**src/rtl/div8_seq_pkg.sv**
```systemverilog
// Shared widths and FSM encoding for the sequential 8-bit divider.
// Used by div8_seq and its testbench; no logic lives here.
package div8_pkg;

    localparam int DIV8_W    = 8;
    localparam int DIV8_ITER = 8;

    typedef logic [1:0] div8_state_t;

    localparam div8_state_t ST_IDLE = 2'd0;
    localparam div8_state_t ST_RUN  = 2'd1;
    localparam div8_state_t ST_DONE = 2'd2;

endpackage

```
**src/rtl/div8_seq_sum8b.sv**
```systemverilog
// 8-bit add/subtract unit: sel=1 gives a-b with cout=1 meaning no borrow, sel=0 gives a+b.
// Latency: combinational, zero cycles.
// Backpressure: none, purely combinational.
module sum8b (
    input  logic [7:0] a,
    input  logic [7:0] b,
    input  logic       sel,
    output logic [7:0] sum,
    output logic       cout
);

    logic [7:0] b_eff;

    // Two's-complement subtract: invert b and inject the carry-in.
    assign b_eff       = sel ? ~b : b;
    assign {cout, sum} = {1'b0, a} + {1'b0, b_eff} + {8'd0, sel};

endmodule

```
**src/rtl/div8_seq.sv**
```systemverilog
// Sequential 8-bit unsigned restoring divider sharing one sum8b over eight iterations.
// Latency: start to done is 9 cycles (1 cycle for a zero divisor when DIV8_ZERO_CHECK_EN is defined).
// Backpressure: start is accepted only in IDLE; start while busy is dropped, no queueing.
module div8_seq
    import div8_pkg::*;
(
    input  logic              clk,
    input  logic              rst,
    input  logic              start,
    input  logic [DIV8_W-1:0] dividend,
    input  logic [DIV8_W-1:0] divisor,
    output logic              busy,
    output logic              done,
    output logic [DIV8_W-1:0] quotient,
    output logic [DIV8_W-1:0] remainder,
    output logic              div_zero
);

    localparam int CNT_W = $clog2(DIV8_ITER);
    localparam logic [CNT_W-1:0] CNT_LAST = CNT_W'(DIV8_ITER - 1);

    div8_state_t       state;
    logic [DIV8_W-1:0] part_rem;
    logic [DIV8_W-1:0] quo_sh;
    logic [DIV8_W-1:0] dvs;
    logic [CNT_W-1:0]  cnt;

    logic [DIV8_W-1:0] trial;
    logic [DIV8_W-1:0] diff;
    logic              no_borrow;
    logic [DIV8_W-1:0] next_rem;
    logic [DIV8_W-1:0] next_quo;
    logic              accept;
    logic              skip_run;

    // The partial remainder stays below 2^k after k steps, so dropping R[7] loses nothing.
    assign trial = {part_rem[DIV8_W-2:0], quo_sh[DIV8_W-1]};

    sum8b u_sum8b (
        .a    (trial),
        .b    (dvs),
        .sel  (1'b1),
        .sum  (diff),
        .cout (no_borrow)
    );

    assign next_rem = no_borrow ? diff : trial;
    assign next_quo = {quo_sh[DIV8_W-2:0], no_borrow};

    assign accept = (state == ST_IDLE) && start;
    assign busy   = (state == ST_RUN) || (state == ST_DONE);
    assign done   = (state == ST_DONE);

`ifdef DIV8_ZERO_CHECK_EN
    logic zero_flag;

    assign skip_run = (divisor == '0);

    always_ff @(posedge clk) begin
        if (rst) begin
            zero_flag <= 1'b0;
        end else if (accept) begin
            zero_flag <= skip_run;
        end
    end

    assign div_zero = zero_flag;
`else
    assign skip_run = 1'b0;
    assign div_zero = 1'b0;
`endif

    always_ff @(posedge clk) begin
        if (rst) begin
            state     <= ST_IDLE;
            part_rem  <= '0;
            quo_sh    <= '0;
            dvs       <= '0;
            cnt       <= '0;
            quotient  <= '0;
            remainder <= '0;
        end else begin
            case (state)
                ST_IDLE: begin
                    if (start) begin
                        part_rem <= '0;
                        quo_sh   <= dividend;
                        dvs      <= divisor;
                        cnt      <= '0;
                        if (skip_run) begin
                            // Same result values the full iteration would give for a zero divisor.
                            quotient  <= '1;
                            remainder <= dividend;
                            state     <= ST_DONE;
                        end else begin
                            state <= ST_RUN;
                        end
                    end
                end
                ST_RUN: begin
                    part_rem <= next_rem;
                    quo_sh   <= next_quo;
                    cnt      <= cnt + 1'b1;
                    if (cnt == CNT_LAST) begin
                        quotient  <= next_quo;
                        remainder <= next_rem;
                        state     <= ST_DONE;
                    end
                end
                ST_DONE: begin
                    state <= ST_IDLE;
                end
                default: begin
                    state <= ST_IDLE;
                end
            endcase
        end
    end

endmodule

```
**config.mk**
```make
export PLATFORM = sky130hd
export DESIGN_NAME = div8_seq
export DESIGN_NICKNAME = d
export VERILOG_FILES = /design/src/rtl/div8_seq_pkg.sv /design/src/rtl/div8_seq_sum8b.sv /design/src/rtl/div8_seq.sv
export SDC_FILE = /design/constraint.sdc
export NUM_CORES = 1
export LEC_CHECK = 0
export CORE_MARGIN = 2
export CORE_UTILIZATION = 36
export CTS_CLUSTER_DIAMETER = 100
export DETAILED_ROUTE_END_ITERATION = 12
export PLACE_DENSITY_LB_ADDON = 0.12
export SLEW_MARGIN = 20
export SYNTH_ARGS = -nofsm -noshare
export SYNTH_HDL_FRONTEND = slang
export SYNTH_SLANG_ARGS = --single-unit
```
**constraint.sdc**
```tcl
create_clock -name clk -period 2.5 [get_ports clk]
set_clock_uncertainty 0.2 [all_clocks]
set_input_delay 0.5 -clock clk [delete_from_list [all_inputs] [get_ports clk]]
set_output_delay 0.5 -clock clk [all_outputs]
set_load 0.01 [all_outputs]
```
==> results.py <==
metrics = {
    "outcome": {
        "status": "completed",
    },
    "pwr": {
        "sw_frac_of_total": 0.290,
        "p_int_mw": 1.19,
        "clockPowerShare": 0.310,
        "power.switching_mw": 0.488,
        "power_frac_seq": 0.448,
        "power.density_nw_per_um2": 602,
        "combPwrFrac": 0.242,
        "power_leakage_nw": 1.10,
        "irDropWorstVdd_mv": 0.268,
    },
    "place": {
        "place_congestion": 0.918,
        "dp_hpwl_um": 3990,
        "portBuffers": 36,
        "place_area_um2": 2700,
        "place_inst": 377,
    },
    "cells_and_area": {
        "drive_gt1_frac": 0.0747,
        "layout.nets": 342,
        "fillers": 610,
        "syn2layout_area_growth_pct": 25.4,
        "diodes": 0,
        "post-route-cell-area_um2": 2800,
        "fin_cells": 383,
        "fin_util": 0.470,
    },
    "cts": {
        "path_clk_slew_ps": 80,
        "cts_htree_levels": 2,
        "cts_resized": 0,
        "cts.path.max_buffers": 2,
        "post_cts_buffers": 0,
        "cts_hold_buf": 0,
        "numCtsBuffers": 5,
        "tritoncts": "yes",
        "cts.sinks": 44,
        "clk_latency_ps": 290,
        "clockRootBuffer": "clkbuf_8",
    },
    "floorplanning": {
        "die_width_um": 82.7,
        "ios": 38,
        "die_y_um": 82.7,
        "start_util": 0.375,
        "coreArea_um2": 5960,
        "row_count": 28,
        "dieArea_um2": 6840,
    },
    "sta": {
        "hold_violations": 0,
        "period_needed_ps": 2340,
        "layout_worst_path_cycle_share": 0.936,
        "finalSetupTns_ps": 0,
        "slew_headroom": 0.648,
        "tightestPinTransition_ps": 525,
        "hold_ws_ps": 255,
        "grt_setup_unrepaired": "false",
        "slew_violations": 0,
        "clock.fmax_mhz": 427,
        "setup_violations": 0,
    },
    "worst_setup_path": {
        "critPathMaxFanout": 3,
        "slowest_stage": "fa_1",
        "path_class": "register to register",
        "critPathArrivalTime_ps": 2350,
        "path_buf_inv": 2,
        "cp-start-kind": "register",
        "cpMostUsedCell": "inv_1",
        "cpPeakStageDelay_ps": 420,
        "path_cells": "inv_1 > ha_1 > inv_1 > fa_1 > a21o_1 > nor2b_1 > o41a_1 > a21o_2 > o211ai_1",
        "critPathCaptureType": "register",
        "cp_top_family": "compound AO/OA/AOI/OAI gates",
        "required_ps": 2510,
    },
    "synth": {
        "yosys.area.top_type": "dfxtp_1",
        "synth.cell_area_um2": 2230,
        "ys_seq_area_frac": 0.395,
        "async_flop_share": 0,
        "yosys_warnings": 0,
        "synth_area_leaders": "dfxtp_1, ha_1, nand2_1",
        "ys_types": 40,
        "synth_edf_count": 0,
        "avgSynthCellArea_um2": 8.32,
        "syn_inst": 268,
        "mappedNetlistNets": 301,
        "ys.flop_type": "dfxtp_1",
        "ys_ff_latch": 44,
        "synth_top_area_frac": 0.395,
    },
    "route": {
        "routed_wl_um": 5260,
        "wl_per_cell_um": 13.7,
        "drtIter0Drc": 115,
        "via_count": 1964,
        "drc": 0,
        "routed_via_density": 5.13,
        "antenna_left": 0,
        "first_pass_iters": 4,
    },
    "global_route": {
        "grt.total_usage": 0.164,
        "grt_pass1_vias": 1792,
        "grt_pass1_wl_um": 8500,
        "overflow": 0,
        "grt_max_degree": 19,
        "antenna_found_initial": 0,
    },
    "job": {
        "drv_cap": 0,
    },
    "hold_path": {
        "hold_class": "register to register",
    },
}
placed cells by master (no fill, tap or decap), types with 5 or more instances in the layout:
| cell type | instances |
|---|---|
| ha_1 | 13 |
| inv_1 | 18 |
| dfxtp_1 | 44 |
| nand3_1 | 10 |
| buf_4 | 12 |
| o21ai_0 | 14 |
| clkbuf_8 | 5 |
| a21o_1 | 5 |
| clkdlybuf4s50_1 | 36 |
| nand2_1 | 41 |
| a211oi_1 | 11 |
| a21oi_1 | 30 |
| nor2_1 | 17 |
| mux2i_1 | 11 |
through the flow:
stage                     setup WS [ps]  total power, mW
after global routing               64.6             1.77
after global placement              225             1.18
after CTS                           151             1.70
after detailed placement            183             1.18
after floorplan                     302             1.06
final                               159             1.68
cell type report:
type,count,area [um^2],area share
Clock buffer,5,68.8,0.0246
Inverter,18,67.6,0.0242
Clock inverter,1,30.0,0.0107
Multi-Input combinational cell,192,1200,0.431
Tap cell,75,93.8,0.0336
Sequential cell,44,881,0.315
Timing Repair Buffer,48,450,0.161
state kept, by name, summed over array words and instances, names as in the netlist:
name / cells
cnt: 3
quotient: 8
quo_sh: 8
dvs: 8
part_rem: 7
state: 2
remainder: 8
power groups by stage:
stage	clock (mW)	combinational, mW	sequential, mW
floorplan	0	0.296	0.764
global placement	0	0.406	0.770
detailed placement	0	0.406	0.770
CTS	0.534	0.408	0.754
global route	0.565	0.451	0.758
finish	0.522	0.407	0.754
cell usage after synthesis, drive strengths merged, types with 2 or more instances:
| master | number |
|---|---|
| dfxtp | 44 |
| nand2 | 41 |
| a21oi | 30 |
| inv | 18 |
| nor2 | 17 |
| o21ai | 16 |
| ha | 13 |
| a211oi | 12 |
| mux2i | 11 |
| nand3 | 10 |
| buf | 8 |
| a21o | 6 |
| clkbuf | 6 |
| o211ai | 5 |
| nand4 | 4 |
| nand2b | 3 |
| xor2 | 3 |
| a22oi | 2 |
| a31oi | 2 |
| and3 | 2 |
| nor2b | 2 |
| o2111ai | 2 |
layer usage:
metal / vias up / track usage / routed length, um
met5: - / 0 / 0
met4: 0 / 0.0443 / 51
met3: 6 / 0.0304 / 149
met2: 29 / 0.251 / 2420
met1: 897 / 0.238 / 2640
li1: 1032 / - / -
cell families (layout without fill, tap and decap cells):
| kind of cell | after synthesis | after routing | synth area share |
|---|---|---|---|
| compound gates | 81 | 81 | 0.237 |
| xor+xnor | 3 | 3 | 0.0118 |
| fa+ha+maj | 14 | 14 | 0.0819 |
| buf+inv | 32 | 72 | 0.0651 |
| flops | 44 | 44 | 0.395 |
| mux | 11 | 11 | 0.0494 |
| other cells | 1 | 1 | 0.00168 |
| simple gates | 82 | 82 | 0.159 |
worst paths after layout:
path / depth (start not counted) / slack, ps / endpoint / startpoint
hold reg to reg: 2 / 260 / quotient[4]$_SDFFE_PP0P_ / quotient[4]$_SDFFE_PP0P_
hold / removal: 2 / 260 / quotient[4]$_SDFFE_PP0P_ / quotient[4]$_SDFFE_PP0P_
setup / recovery: 9 / 160 / part_rem[6]$_SDFFE_PP0P_ / quo_sh[7]$_SDFFE_PP0P_
setup reg to reg: 9 / 160 / part_rem[6]$_SDFFE_PP0P_ / quo_sh[7]$_SDFFE_PP0P_
worst register-to-register path: cells and delay by family, from the launching register on:
family,cells,cell delay (ps)
AO/OA/AOI/OAI,4,940
AND/OR/NAND/NOR,1,130
flip-flops,1,310
buffers and inverters,2,110
adder cells (fa/ha/maj),2,570
(Power assumes the default switching activity.)
